[src/rtl/input_pkg.sv]
// Shared types and timing defaults for the input conditioner.
package input_pkg;

  typedef enum logic [1:0] {
    RELEASED  = 2'd0,
    HELD_WAIT = 2'd1,
    REPEATING = 2'd2
  } rpt_state_e;

  // Defaults for the 65 MHz board clock: 10 ms debounce, 500 ms delay, 100 ms period.
  localparam int DEF_CHANNELS      = 8;
  localparam int DEF_SYNC_STAGES   = 2;
  localparam int DEF_STABLE_CYCLES = 650000;
  localparam int DEF_REPEAT_DELAY  = 32500000;
  localparam int DEF_REPEAT_PERIOD = 6500000;

  function automatic int cnt_width(input int a, input int b, input int c);
    int m;
    m = a;
    if (b > m) m = b;
    if (c > m) m = c;
    return $clog2(m + 1);
  endfunction

endpackage

[src/rtl/conditioner_channel.sv]
// One input channel: synchroniser, debounce counter, edge strobes and auto-repeat FSM.
module conditioner_channel
  import input_pkg::*;
#(
  parameter int SYNC_STAGES   = DEF_SYNC_STAGES,
  parameter int STABLE_CYCLES = DEF_STABLE_CYCLES,
  parameter int REPEAT_DELAY  = DEF_REPEAT_DELAY,
  parameter int REPEAT_PERIOD = DEF_REPEAT_PERIOD
) (
  input  logic clock,
  input  logic reset_n,
  input  logic noisy_i,
  input  logic repeat_en_i,
  output logic clean_o,
  output logic rise_o,
  output logic fall_o,
  output logic press_o
);

  localparam int CW = cnt_width(STABLE_CYCLES, REPEAT_DELAY, REPEAT_PERIOD);
  localparam logic [CW-1:0] STABLE_LAST = CW'(STABLE_CYCLES - 1);
  localparam logic [CW-1:0] DELAY_LAST  = CW'(REPEAT_DELAY - 1);
  localparam logic [CW-1:0] PERIOD_LAST = CW'(REPEAT_PERIOD - 1);

  logic [SYNC_STAGES-1:0] sync_q, sync_d;
  logic [CW-1:0]          stab_cnt_q, stab_cnt_d;
  logic [CW-1:0]          rpt_cnt_q, rpt_cnt_d;
  logic                   clean_q, clean_d;
  logic                   rise_q, rise_d;
  logic                   fall_q, fall_d;
  logic                   press_q, press_d;
  rpt_state_e             state_q, state_d;
  logic                   s;

  assign s = sync_q[SYNC_STAGES-1];

  always_comb begin
    sync_d     = {sync_q[SYNC_STAGES-2:0], noisy_i};
    stab_cnt_d = '0;
    clean_d    = clean_q;
    rise_d     = 1'b0;
    fall_d     = 1'b0;
    if (s != clean_q) begin
      if (stab_cnt_q == STABLE_LAST) begin
        clean_d = s;
        rise_d  = s;
        fall_d  = ~s;
      end else begin
        stab_cnt_d = stab_cnt_q + CW'(1);
      end
    end
  end

  // Fall wins over everything so a release never produces a late repeat press.
  always_comb begin
    state_d   = state_q;
    rpt_cnt_d = rpt_cnt_q;
    press_d   = rise_d;
    if (fall_d) begin
      state_d   = RELEASED;
      rpt_cnt_d = '0;
    end else begin
      case (state_q)
        RELEASED: begin
          if (rise_d) begin
            state_d   = HELD_WAIT;
            rpt_cnt_d = '0;
          end
        end
        HELD_WAIT: begin
          if (!repeat_en_i) begin
            rpt_cnt_d = '0;
          end else if (rpt_cnt_q == DELAY_LAST) begin
            press_d   = 1'b1;
            rpt_cnt_d = '0;
            state_d   = REPEATING;
          end else begin
            rpt_cnt_d = rpt_cnt_q + CW'(1);
          end
        end
        REPEATING: begin
          if (!repeat_en_i) begin
            state_d   = HELD_WAIT;
            rpt_cnt_d = '0;
          end else if (rpt_cnt_q == PERIOD_LAST) begin
            press_d   = 1'b1;
            rpt_cnt_d = '0;
          end else begin
            rpt_cnt_d = rpt_cnt_q + CW'(1);
          end
        end
        default: begin
          state_d   = RELEASED;
          rpt_cnt_d = '0;
        end
      endcase
    end
  end

  always_ff @(posedge clock) begin
    if (!reset_n) begin
      sync_q     <= '0;
      stab_cnt_q <= '0;
      rpt_cnt_q  <= '0;
      clean_q    <= 1'b0;
      rise_q     <= 1'b0;
      fall_q     <= 1'b0;
      press_q    <= 1'b0;
      state_q    <= RELEASED;
    end else begin
      sync_q     <= sync_d;
      stab_cnt_q <= stab_cnt_d;
      rpt_cnt_q  <= rpt_cnt_d;
      clean_q    <= clean_d;
      rise_q     <= rise_d;
      fall_q     <= fall_d;
      press_q    <= press_d;
      state_q    <= state_d;
    end
  end

  assign clean_o = clean_q;
  assign rise_o  = rise_q;
  assign fall_o  = fall_q;
  assign press_o = press_q;

endmodule

[src/rtl/input_conditioner.sv]
// Multi-channel debounce with rise/fall strobes and per-channel auto-repeat press strobe.
module input_conditioner
  import input_pkg::*;
#(
  parameter int CHANNELS      = DEF_CHANNELS,
  parameter int SYNC_STAGES   = DEF_SYNC_STAGES,
  parameter int STABLE_CYCLES = DEF_STABLE_CYCLES,
  parameter int REPEAT_DELAY  = DEF_REPEAT_DELAY,
  parameter int REPEAT_PERIOD = DEF_REPEAT_PERIOD
) (
  input  logic                clock,
  input  logic                reset_n,
  input  logic [CHANNELS-1:0] noisy,
  input  logic [CHANNELS-1:0] repeat_en,
  output logic [CHANNELS-1:0] clean,
  output logic [CHANNELS-1:0] rise,
  output logic [CHANNELS-1:0] fall,
  output logic [CHANNELS-1:0] press
);

  if (CHANNELS < 1)      begin : g_bad_channels $error("CHANNELS must be >= 1"); end
  if (SYNC_STAGES < 2)   begin : g_bad_sync     $error("SYNC_STAGES must be >= 2"); end
  if (STABLE_CYCLES < 1) begin : g_bad_stable   $error("STABLE_CYCLES must be >= 1"); end
  if (REPEAT_DELAY < 1)  begin : g_bad_delay    $error("REPEAT_DELAY must be >= 1"); end
  if (REPEAT_PERIOD < 1) begin : g_bad_period   $error("REPEAT_PERIOD must be >= 1"); end

  for (genvar i = 0; i < CHANNELS; i++) begin : g_ch
    conditioner_channel #(
      .SYNC_STAGES  (SYNC_STAGES),
      .STABLE_CYCLES(STABLE_CYCLES),
      .REPEAT_DELAY (REPEAT_DELAY),
      .REPEAT_PERIOD(REPEAT_PERIOD)
    ) u_ch (
      .clock      (clock),
      .reset_n    (reset_n),
      .noisy_i    (noisy[i]),
      .repeat_en_i(repeat_en[i]),
      .clean_o    (clean[i]),
      .rise_o     (rise[i]),
      .fall_o     (fall[i]),
      .press_o    (press[i])
    );
  end

endmodule

[config.mk]
export PLATFORM = sky130hd
export DESIGN_NAME = input_conditioner
export DESIGN_NICKNAME = d
export VERILOG_FILES = /design/src/rtl/input_pkg.sv /design/src/rtl/conditioner_channel.sv /design/src/rtl/input_conditioner.sv
export SDC_FILE = /design/constraint.sdc
export NUM_CORES = 1
export LEC_CHECK = 0
export BUFFER_PORTS_ARGS = -buffer_cell sky130_fd_sc_hd__buf_4
export CORE_UTILIZATION = 50
export CTS_BUF_LIST = sky130_fd_sc_hd__clkbuf_8
export CTS_CLUSTER_DIAMETER = 40
export DETAILED_ROUTE_END_ITERATION = 12
export HOLD_SLACK_MARGIN = 0.08
export PLACE_DENSITY_LB_ADDON = 0.05
export SYNTH_ARGS = -nofsm -noshare
export SYNTH_HDL_FRONTEND = slang
export SYNTH_SLANG_ARGS = --single-unit
[constraint.sdc]
create_clock -name clock -period 6.47 [get_ports clock]
set_input_delay 1.6175 -clock clock [delete_from_list [all_inputs] [get_ports clock]]
set_output_delay 1.6175 -clock clock [all_outputs]
set_load 0.02 [all_outputs]
; Word level (Yosys, flattened, before mapping)
; Index checks and enable logic that the tools add are counted.
; W data, S select, Z words.
[totals]
word_cells = 385
output_inout_bits = 32
register_bits = 464
input_bits = 18
[classes]
muxes = 168
bitwise_logic = 17
n_addsub = 16
reduce_logical = 40
n_eq_ne = 80
[ops]
columns = op, n
row1 = $mux W25, 40
row2 = $pmux W25 S3, 8
row3 = $add A25 B1 Y25 const B, 16
row4 = $eq A25 B20 Y1 const B, 8
row5 = $eq A25 B23 Y1 const B, 8
row6 = $eq A25 B25 Y1 const B, 8
row7 = $mux W1, 72
row8 = $mux W2, 32
row9 = $pmux W2 S3, 8
row10 = $ne A2 B1 Y1 const B, 16
row11 = $ne A2 B2 Y1 const B, 16
row12 = $reduce_and A4 Y1, 8
row13 = $reduce_or A3 Y1, 8
row14 = $not A1 Y1, 17
row15 = $eq A2 B1 Y1 const B, 8
row16 = $eq A2 B2 Y1 const B, 8
row17 = $logic_not A2 Y1, 8
row18 = $pmux W1 S2, 8
row19 = $reduce_and A2 Y1, 8
row20 = $reduce_or A2 Y1, 8
row21 = $ne A1 B1 Y1, 8

; Longest topological paths before layout
; Gate-level depths: netlist (run 1).
[logic_depth]
word_depth = 7
depth_mapped = 9
depth_no_buf = 7

; Cells and area by module
; Synthesis (run 1) repeated with hierarchy kept, for this count alone.
[hier_totals]
cells_unflattened = 2725
hier_area_um2 = 23103.4
[modules_own_cells]
columns = mod, seq_area_each_um2, area_per_inst_um2, cells_each, instances
row1 = conditioner_channel at g_ch[0].u_ch ..., 1161.1, 2860.2, 339, 7
row2 = conditioner_channel at g_ch[7].u_ch, 1161.1, 3081.7, 352, 1

; Worst setup path after synthesis (run 1)
; OpenSTA, ideal clock, no wires.
[synth_timing]
path_kind = in2reg
startpoint = input port repeat_en[2]
endpoint = register g_ch[2].u_ch.rpt_cnt_q[0]
setup_time_ns = 0.117
n_path_buf = 2
arrival_ns = 2.794
required_time_ns = 6.353
stages = 6
path_slack_ns = 3.558
cell_sequence = and3_1 -> a22o_1 -> clkbuf_1 -> o211ai_1 -> buf_2 -> nor2_1
[synth_between]
elab_chain_cells = 2
[synth_rtl]
columns = element, line
row1 = from (decl), input_conditioner.sv:14  ; input logic [CHANNELS-1:0] repeat_en,
row2 = $mux W25 (on tied branches), "conditioner_channel.sv:82, conditioner_channel.sv:71"
row3 = $pmux W25 S3 (*), conditioner_channel.sv:63  ; case (state_q)
row4 = to (signal assigned), conditioner_channel.sv:113  ; rpt_cnt_q <= rpt_cnt_d;
row5 = to (decl), conditioner_channel.sv:27  ; logic [CW-1:0] rpt_cnt_q, rpt_cnt_d;
; Mark *: on every way between the ends. The rest lies on a longest branch, timed or not.
; A chain may end at the register's enable or synchronous reset.

; Worst setup path in the final report (run 1)
[layout_timing]
startpoint = register g_ch[7].u_ch.rpt_cnt_q[6]
endpoint = register g_ch[7].u_ch.rpt_cnt_q[18]
[layout_between]
elab_chain_cells = 4
[layout_rtl]
columns = element, line
row1 = from (decl), conditioner_channel.sv:27
row2 = from (signal assigned), conditioner_channel.sv:113
row3 = "$add A25 B1 Y25, or another cell as far along", "conditioner_channel.sv:78, conditioner_channel.sv:89"
row4 = $mux W25 (on tied branches), "conditioner_channel.sv:85, conditioner_channel.sv:73"
row5 = $mux W25 (on tied branches), "conditioner_channel.sv:82, conditioner_channel.sv:71"
row6 = $pmux W25 S3 (*), conditioner_channel.sv:63
; Marks and branches as above.

==> results.yml, run 1 <==
outcome:
  status: "finished clean"
route:
  top_layer: "met4"
  dr.first_iter.drc_count: 1149
  wl_met2_mm: 21.2
  wl_met1_mm: 23.4
  wl_met3_mm: 2.13
  finalWirelength_mm: 47.7
  antenna_left: 0
  dr.pass1.iters: 5
  vias_per_cell: 5.47
  wl_per_cell_um: 14.3
  via_count: 18200
  drc: 0
power_and_ir_drop:
  p_sw_mw: 1.31
  leakage_nw: 8.09
  totalPowerFinal_mw: 6.00
  intPower_mw: 4.69
  power_density_nw_per_um2: 242
  p_seq_share_pct: 47.8
  clock_power_share_pct: 51.1
  netSwitchingFraction_pct: 21.8
  combPwrFrac_pct: 1.1
  peakVddDrop_v: 0.000157
clock_network:
  clock_latency_ns: 0.65
  cts_buffers: 86
  cts_hold_buffers: 0
  clock_path_buffers: 3
  cts-root-buf: "clkbuf_8"
  clkSinkCount: 464
  cts-resized-gates: 0
  path_clk_slew_ns: 0.06
  htree_levels: 3
  cts_tree: "yes"
  cts_setup_buffers: 0
final_layout:
  multi_input_area_um2: 12200
  area_growth_syn_to_layout_pct: 11.4
  drive_above_1_share_pct: 8.08
  final_util_pct: 57.0
  filler_cell_count: 4129
  fin_area_um2: 24800
  fin_nets: 2747
  antenna_cells: 0
  regArea_um2: 9290
floorplanning:
  pin_count: 50
  die_x_um: 213
  row_count: 76
  fp.dieH_um: 213
  die-area_um2: 45400
  start_util_pct: 51.2
  core_um2: 43600
critical_path:
  start_kind: "flop"
  crit_slowest_cell: "o211ai_2"
  r2r_start: "g_ch[7].u_ch.rpt_cnt_q[6]"
  reg2regPathDepth: 6
  worst-path-buf-inv: 0
  critPathArrivalTime_ns: 3.67
  crit_fanout: 25
  cp-startpoint: "g_ch[7].u_ch.rpt_cnt_q[6]"
  cp_num_cells: 6
  cp-end-kind: "flop"
  critPathKind: "flop to flop"
  cp-endpoint: "g_ch[7].u_ch.rpt_cnt_q[18]"
  path_delay_family: "compound AO/OA/AOI/OAI gates"
  worstPathCellList: "or4b_2 -> nor4_2 -> a21boi_0 -> o211a_1 -> o211ai_2 -> nor2_1"
  cpPeakStageDelay_ns: 0.89
  timing.rr.end: "g_ch[7].u_ch.rpt_cnt_q[18]"
  r2r_slack_ns: 3.29
  cp.required_ns: 6.96
yosys:
  synth_edf_count: 0
  synthTopCellsByCount: "486 x nor2_1, 464 x dfxtp_1, 218 x xnor2_1"
  seq_area_frac_synth_pct: 41.7
  synth_area_per_cell_um2: 8.42
  yosys-top-cells-area: "dfxtp_1 42%, xnor2_1 8.6%, nor2_1 8.2%"
  synthFlopType: "dfxtp_1"
  yosysUniqueCellTypes: 73
  synth.most_common_cell: "nor2_1"
  netlist_area_um2: 22300
  yosys_warnings: 0
  netlist.area_leader.share_pct: 41.7
  postSynthCellCount: 2647
  async_reset_ff_share_pct: 0
  yosysTopAreaCell: "dfxtp_1"
  ys_seq_elements: 464
  syn-num-nets: 2713
timing:
  fmax_mhz: 315
  clock-skew-final_ns: 0.0219
  setup-violations-final: 0
  finalCriticalPeriod_ns: 3.18
  drv_slew: 0
  worst_slack_ns: 3.29
  fin_crit_sh_pct: 49.1
  worstMarginPinSlew_ns: 1.12
  maxSlewHeadroom_pct: 25.0
  tns_ns: 0
  rsz0062_at_grt: "false"
  hold_viol: 0
grt:
  grt_pass1_wl_mm: 81.1
  antenna_found_initial: 1
  grt_max_degree: 40
  grt_use_total_pct: 21.2
  gr-total-overflow: 0
  grt_pass1_vias: 17200
place:
  pre_cts_ws_ns: 2.98
  dpl-instance-area_um2: 22900
  place.gp.congestion: 0.810
  portBuffers: 49
  place_hpwl_mm: 31.9
worst_hold_path:
  min_path_type: "flop to flop"
job:
  drv_cap: 0
==> placed cells by master (no fill, tap or decap), drive strengths merged, types with 13 or more instances in the layout <==
master and count:
and4 21, clkinv 15, nor2b 32, xor2 118
nor3 102, and2 28, clkbuf 113, buf 57
nand4 107, a31oi 13, a21oi 55, ha 48
and3 71, xnor2 218, dfxtp 464, nand4b 14
inv 76, nand2b 13, nor2 486, nand3 157
mux2i 21, or4 17, nand2 190, or3 24
o21ai 42, nor4 77, nor4b 28
==> logic make-up after synthesis <==
group	count (synthesis)	share of synthesized area, %
XOR/XNOR	336	13.2
AND/OR/NAND/NOR	1423	32.5
adder cells (fa/ha/maj)	48	2.69
flip-flops	464	41.7
multiplexers	21	0.943
AO/OA/AOI/OAI	182	5.48
buffers and inverters	173	3.50
==> per-stage QoR <==
step	hold WS [ns]	std cells
global placement	0.416	3178
detailed placement	0.418	3178
floorplan	0.412	2647
finish	0.427	3332
global route	0.439	3332
CTS	0.427	3332
==> layer usage <==
metal / global-route usage, % / vias up
met2: 33.4 / 327
met4: 6.60 / 0
li1: - / 9270
met3: 4.27 / 73
met5: 0 / -
met1: 29.0 / 8545
==> registers in the layout, summed over array words and instances (netlist names) <==
name / flops
g_ch.u_ch.press_o: 8
g_ch.u_ch.fall_o: 8
g_ch.u_ch.clean_o: 8
g_ch.u_ch.rpt_cnt_q: 200
g_ch.u_ch.rise_o: 8
g_ch.u_ch.stab_cnt_q: 200
g_ch.u_ch.state_q: 16
g_ch.u_ch.sync_q: 16
==> worst min path at each step <==
| stage | from | end | slack [ns] | cells past startpoint |
|---|---|---|---|---|
| after global placement | g_ch[1].u_ch.sync_q[0] | g_ch[1].u_ch.sync_q[1] | 0.42 | 1 |
| after detailed placement | g_ch[2].u_ch.sync_q[0] | g_ch[2].u_ch.sync_q[1] | 0.42 | 1 |
| after global routing | g_ch[0].u_ch.sync_q[0] | g_ch[0].u_ch.sync_q[1] | 0.44 | 1 |
| final | g_ch[5].u_ch.sync_q[0] | g_ch[5].u_ch.sync_q[1] | 0.43 | 1 |
| after floorplan | g_ch[0].u_ch.sync_q[0] | g_ch[0].u_ch.sync_q[1] | 0.41 | 1 |
| after CTS | g_ch[5].u_ch.sync_q[0] | g_ch[5].u_ch.sync_q[1] | 0.43 | 1 |
==> worst register-to-register path: stages, from the launching register on <==
cell	delay, ns
dfxtp_1	0.37
or4b_2	0.67
nor4_2	0.46
a21boi_0	0.16
o211a_1	0.34
o211ai_2	0.89
nor2_1	0.13
==> power by group through the flow <==
| stage | combinational (mW) | sequential (mW) | clock (mW) |
|---|---|---|---|
| final | 0.0681 | 2.87 | 3.06 |
| after global routing | 0.0752 | 2.87 | 3.29 |
| after CTS | 0.0693 | 2.87 | 3.16 |
| after floorplan | 0.0415 | 2.93 | 0 |
| after global placement | 0.0682 | 2.93 | 0 |
| after detailed placement | 0.0692 | 2.93 | 0 |
==> area by class of cell <==
class | count | area share (%)
Clock inverter | 41 | 1.47
Multi-Input combinational cell | 2010 | 49.2
Sequential cell | 464 | 37.4
Clock buffer | 113 | 6.27
Tap cell | 585 | 2.95
Inverter | 62 | 0.937
Timing Repair Buffer | 57 | 1.72
Note: power is estimated with default switching activity, not from simulation.
==> inputs of run 2 (changes only) <==
==> constraint.sdc (replaced) <==
create_clock -name clock -period 3 [get_ports clock]
set_input_delay 0.75 -clock clock [delete_from_list [all_inputs] [get_ports clock]]
set_output_delay 0.75 -clock clock [all_outputs]
set_load 0.02 [all_outputs]
==> run 2 against run 1 <==
Total power up 110%. Sequential share of layout area down 0.33 points. First-iteration DRC count down 15%. Largest cell class unchanged.
==> results.yml, run 2 (same netlist as run 1, synthesis figures left out) <==
grt:
  gr-total-overflow: 0
  gr-usage-met2_pct: 33.4
  top_usage_layer: "met2"
  grt_use_total_pct: 21.0
  antenna_found_initial: 0
  use_met3_pct: 3.77
  grt_pass1_vias: 17300
  grt_max_degree: 28
  grt_pass1_wl_mm: 80.5
  met1_usage_pct: 28.4
route:
  wl_per_cell_um: 13.8
  dr.first_iter.drc_count: 977
  drc: 0
  vias_per_cell: 5.38
  finalWirelength_mm: 46.7
  dr.pass1.iters: 5
  antenna_left: 0
  via_count: 18200
timing:
  tns_ns: 0
  drv_slew: 0
  clock-skew-final_ns: 0.0255
  worst_slack_ns: 0.190
  finalCriticalPeriod_ns: 2.81
  rsz0062_at_grt: "false"
  setup-violations-final: 0
  fmax_mhz: 356
  maxSlewHeadroom_pct: 40.5
  worstMarginPinSlew_ns: 0.893
  hold_viol: 0
  fin_crit_sh_pct: 93.7
floorplanning:
  die_x_um: 213
  row_count: 76
  fp.dieH_um: 213
  pin_count: 50
  start_util_pct: 51.2
  die-area_um2: 45400
  core_um2: 43600
final_layout:
  area_growth_syn_to_layout_pct: 12.4
  final_util_pct: 57.5
  drive_above_1_share_pct: 9.01
  reg_top3: "g_ch.u_ch.rpt_cnt_q (200), g_ch.u_ch.stab_cnt_q (200)"
  final_common_cell: "nor2_1"
  antenna_cells: 0
  fin_nets: 2784
  filler_cell_count: 4052
  layout_common_cells: "486 x nor2_1, 464 x dfxtp_1, 218 x xnor2_1, 190 x nand2_1, 157 x nand3_1"
place:
  portBuffers: 49
  place.gp.congestion: 0.842
  place_hpwl_mm: 31.6
  pre_cts_ws_ns: 0.206
power_and_ir_drop:
  power_density_nw_per_um2: 509
  leakage_nw: 8.28
  peakVddDrop_v: 0.000311
clock_network:
  cts_buffers: 87
  clock_latency_ns: 0.64
  clkSinkCount: 464
  path_clk_slew_ns: 0.06
  clock_path_buffers: 3
  cts-root-buf: "clkbuf_8"
  htree_levels: 3
  cts_hold_buffers: 0
  cts_tree: "yes"
outcome:
  status: "finished clean"
critical_path:
  critPathKind: "flop to flop"
  cp.required_ns: 3.58
  start_kind: "flop"
  critPathArrivalTime_ns: 3.39
  crit_fanout: 15
  cp-end-kind: "flop"
job:
  drv_cap: 0
worst_hold_path:
  min_path_type: "input port to flop"
-- run 2: worst paths after layout --
kind	from	end	slack, ns	depth (start not counted)
setup reg to reg	g_ch[4].u_ch.stab_cnt_q[21]	g_ch[4].u_ch.rpt_cnt_q[16]	0.19	7
hold reg to reg	g_ch[2].u_ch.sync_q[0]	g_ch[2].u_ch.sync_q[1]	0.43	1
setup / recovery	g_ch[4].u_ch.stab_cnt_q[21]	g_ch[4].u_ch.rpt_cnt_q[16]	0.19	7
hold / removal	noisy[5]	g_ch[5].u_ch.sync_q[0]	0.31	2
-- run 2: worst max-delay path: stages, from the launching register on --
cell,delay [ns]
dfxtp_1,0.33
or4_1,0.50
or4_1,0.55
o31a_1,0.48
buf_4,0.27
nor3_1,0.32
nand4_1,0.13
a21oi_1,0.16
-- run 2: cell type report --
cell class / count / area (um2) / area share [%]
multi-input cells: 2010 / 12200 / 48.8
well taps: 585 / 732 / 2.92
clock inverters: 52 / 407 / 1.62
repair buffers: 93 / 698 / 2.79
inverters: 62 / 233 / 0.929
clock buffers: 106 / 1460 / 5.83
flip-flops and latches: 464 / 9290 / 37.1
-- run 2: layer usage --
metal	up-vias	wire length (um)
li1	9353	-
met1	8499	23100
met2	259	20900
met3	47	1910
met4	0	773
met5	-	0
-- run 2: repair_timing --
action,CTS,global route
setup buffers,0,0
endpoints found under the setup margin,0,1
gates resized for setup,0,1
-- run 2: power by group --
part / switching, mW / internal, mW
combinational: 0.110 / 0.0469
sequential: 0.00787 / 6.18
clock: 2.69 / 3.73
total: 2.81 / 9.95
-- run 2: per-stage QoR --
step                      total power, mW  cell area, um2  hold WS, ns  cells
final                                12.8           25000        0.314   3372
after global routing                 13.3           25000        0.271   3372
after CTS                            13.0           25000        0.242   3372
after detailed placement             6.48           23200        0.423   3214
after global placement               6.48           23200        0.416   3214
after floorplan                      6.41           22300        0.412   2647
==> inputs of run 3 (changes only) <==
--- a/config.mk
+++ b/config.mk
@@ -6,12 +6,15 @@
 export NUM_CORES = 1
 export LEC_CHECK = 0
 export BUFFER_PORTS_ARGS = -buffer_cell sky130_fd_sc_hd__buf_4
-export CORE_UTILIZATION = 50
+export CELL_PAD_IN_SITES_DETAIL_PLACEMENT = 0
+export CELL_PAD_IN_SITES_GLOBAL_PLACEMENT = 2
+export CORE_UTILIZATION = 40
 export CTS_BUF_LIST = sky130_fd_sc_hd__clkbuf_8
 export CTS_CLUSTER_DIAMETER = 40
 export DETAILED_ROUTE_END_ITERATION = 12
 export HOLD_SLACK_MARGIN = 0.08
-export PLACE_DENSITY_LB_ADDON = 0.05
+export PLACE_DENSITY_LB_ADDON = 0.1
+export SETUP_SLACK_MARGIN = 0.4
 export SYNTH_ARGS = -nofsm -noshare
 export SYNTH_HDL_FRONTEND = slang
 export SYNTH_SLANG_ARGS = --single-unit
==> run 3 against run 2 <==
Core utilization fell by 10 points. Maximum frequency rose by 9.8%. Register-to-register slack improved by 0.25 ns. Flip-flop and latch count unchanged. Clock power rose by 17%. First-iteration DRC count down 20%. Final area increased by 3.9%. Total power is 8.4% higher. Die area grew 25%. Worst setup slack gained 0.25 ns. Via count up 0.73%. Global-route usage decreased by 3.1 points.
==> results.yml, run 3 (same netlist as run 1, synthesis figures left out) <==
final_layout:
  area_growth_syn_to_layout_pct: 16.7
  layout_common_cells: "486 x nor2_1, 460 x dfxtp_1, 218 x xnor2_1, 190 x nand2_1, 155 x nand3_1"
  multi_input_area_um2: 12500
  filler_cell_count: 5494
  fin_nets: 2806
  drive_above_1_share_pct: 11.8
  final_common_cell: "nor2_1"
  final_util_pct: 47.2
  reg_top3: "g_ch.u_ch.rpt_cnt_q (200), g_ch.u_ch.stab_cnt_q (200)"
  regArea_um2: 9290
route:
  vias_per_cell: 5.13
  finalWirelength_mm: 50.8
  wl_per_cell_um: 14.2
  drc: 0
  via_count: 18300
  antenna_left: 0
  dr.first_iter.drc_count: 786
  dr.pass1.iters: 5
floorplanning:
  core_um2: 55100
  die_x_um: 238
  row_count: 86
  die-area_um2: 56700
  start_util_pct: 40.5
  fp.dieH_um: 238
  pin_count: 50
timing:
  worstMarginPinSlew_ns: 0.853
  fmax_mhz: 391
  hold_viol: 0
  tns_ns: 0
  drv_slew: 0
  setup-violations-final: 0
  rsz0062_at_grt: "true"
  finalCriticalPeriod_ns: 2.56
  fin_crit_sh_pct: 85.3
  maxSlewHeadroom_pct: 43.1
  clock-skew-final_ns: 0.0179
  whs_ns: 0.292
clock_network:
  cts_tree: "yes"
  path_clk_slew_ns: 0.06
  clock_latency_ns: 0.67
  cts_buffers: 94
  cts-root-buf: "clkbuf_8"
  htree_levels: 3
  cts_hold_buffers: 0
  clkSinkCount: 464
  clock_path_buffers: 3
critical_path:
  timing.rr.end: "g_ch[4].u_ch.state_q[0]"
  cp_num_cells: 6
  r2r_start: "g_ch[4].u_ch.stab_cnt_q[21]"
  critPathArrivalTime_ns: 3.16
  start_kind: "flop"
  r2r_slack_ns: 0.44
  cp.required_ns: 3.61
  cp-startpoint: "g_ch[4].u_ch.stab_cnt_q[21]"
  critPathKind: "flop to flop"
  worstPathCellList: "or4_1 -> or4_4 -> o31a_1 -> a221o_1 -> or3_1 -> a21oi_1"
  reg2regPathDepth: 6
  worst-path-buf-inv: 0
  cp-endpoint: "g_ch[4].u_ch.state_q[0]"
  cp-end-kind: "flop"
  crit_slowest_cell: "or4_4"
  path_delay_family: "simple AND/OR/NAND/NOR gates"
  cpPeakStageDelay_ns: 0.53
  crit_fanout: 3
power_and_ir_drop:
  combPwrFrac_pct: 1.2
  peakVddDrop_v: 0.000568
  p_sw_mw: 3.06
  netSwitchingFraction_pct: 22.1
  power_density_nw_per_um2: 532
  leakage_nw: 8.65
  p_seq_share_pct: 44.7
  clock_power_share_pct: 54.0
  intPower_mw: 10.8
grt:
  grt_use_total_pct: 17.9
  grt_pass1_wl_mm: 86.1
  antenna_found_initial: 1
  grt_pass1_vias: 17800
  gr-total-overflow: 0
  grt_max_degree: 40
outcome:
  status: "finished clean"
place:
  place_hpwl_mm: 34.0
  portBuffers: 49
  place.gp.congestion: 0.790
worst_hold_path:
  min_path_type: "input port to flop"
job:
  drv_cap: 0
## run 3: worst min path at each step
stage,start,to,cells after the start
2_1_floorplan,g_ch[0].u_ch.sync_q[0],g_ch[0].u_ch.sync_q[1],1
3_3_place_gp,g_ch[2].u_ch.sync_q[0],g_ch[2].u_ch.sync_q[1],1
3_5_place_dp,g_ch[2].u_ch.sync_q[0],g_ch[2].u_ch.sync_q[1],1
6_report,noisy[2],g_ch[2].u_ch.sync_q[0],2
4_1_cts,noisy[2],g_ch[2].u_ch.sync_q[0],2
5_1_grt,noisy[3],g_ch[3].u_ch.sync_q[0],2
## run 3: repair_timing
action | in CTS | in global routing
pin swaps | 2 | 10
gates cloned | 0 | 1
gates resized for setup | 15 | 43
hold endpoints to repair | 0 | 0
setup buffers | 3 | 7
setup endpoints to repair | 125 | 230
## run 3: power groups by stage
stage                     Clock [mW]  Sequential, mW  Combinational (mW)
after floorplan                    0            6.32              0.0895
after global placement             0            6.32               0.168
after detailed placement           0            6.32               0.170
after CTS                       7.75            6.18               0.172
after global routing            8.06            6.18               0.192
final                           7.47            6.19               0.172
## run 3: final cells by class
class	count	area share (%)
diodes	1	0.00962
clock buffers	118	6.24
clock inverters	55	2.22
inverters	62	0.895
multi-input cells	2010	48.0
flip-flops and latches	464	35.7
well taps	748	3.60
repair buffers	108	3.35
## run 3: per-stage QoR
step | std cells | setup slack [ns] | power [mW] | instance area, um2
2_1_floorplan | 2647 | 0.417 | 6.41 | 22300
3_3_place_gp | 3381 | 0.334 | 6.49 | 23400
3_5_place_dp | 3381 | 0.250 | 6.49 | 23400
4_1_cts | 3557 | 0.406 | 14.1 | 25700
5_1_grt | 3566 | 0.366 | 14.4 | 26000
6_report | 3566 | 0.442 | 13.8 | 26000
## run 3: per-layer routing
metal	vias to the layer above	GRT usage [%]	routed length, um
met5	-	0	0
met1	8571	23.5	24700
met3	87	3.53	1680
met2	223	29.4	23300
met4	0	5.63	1030
li1	9409	-	-
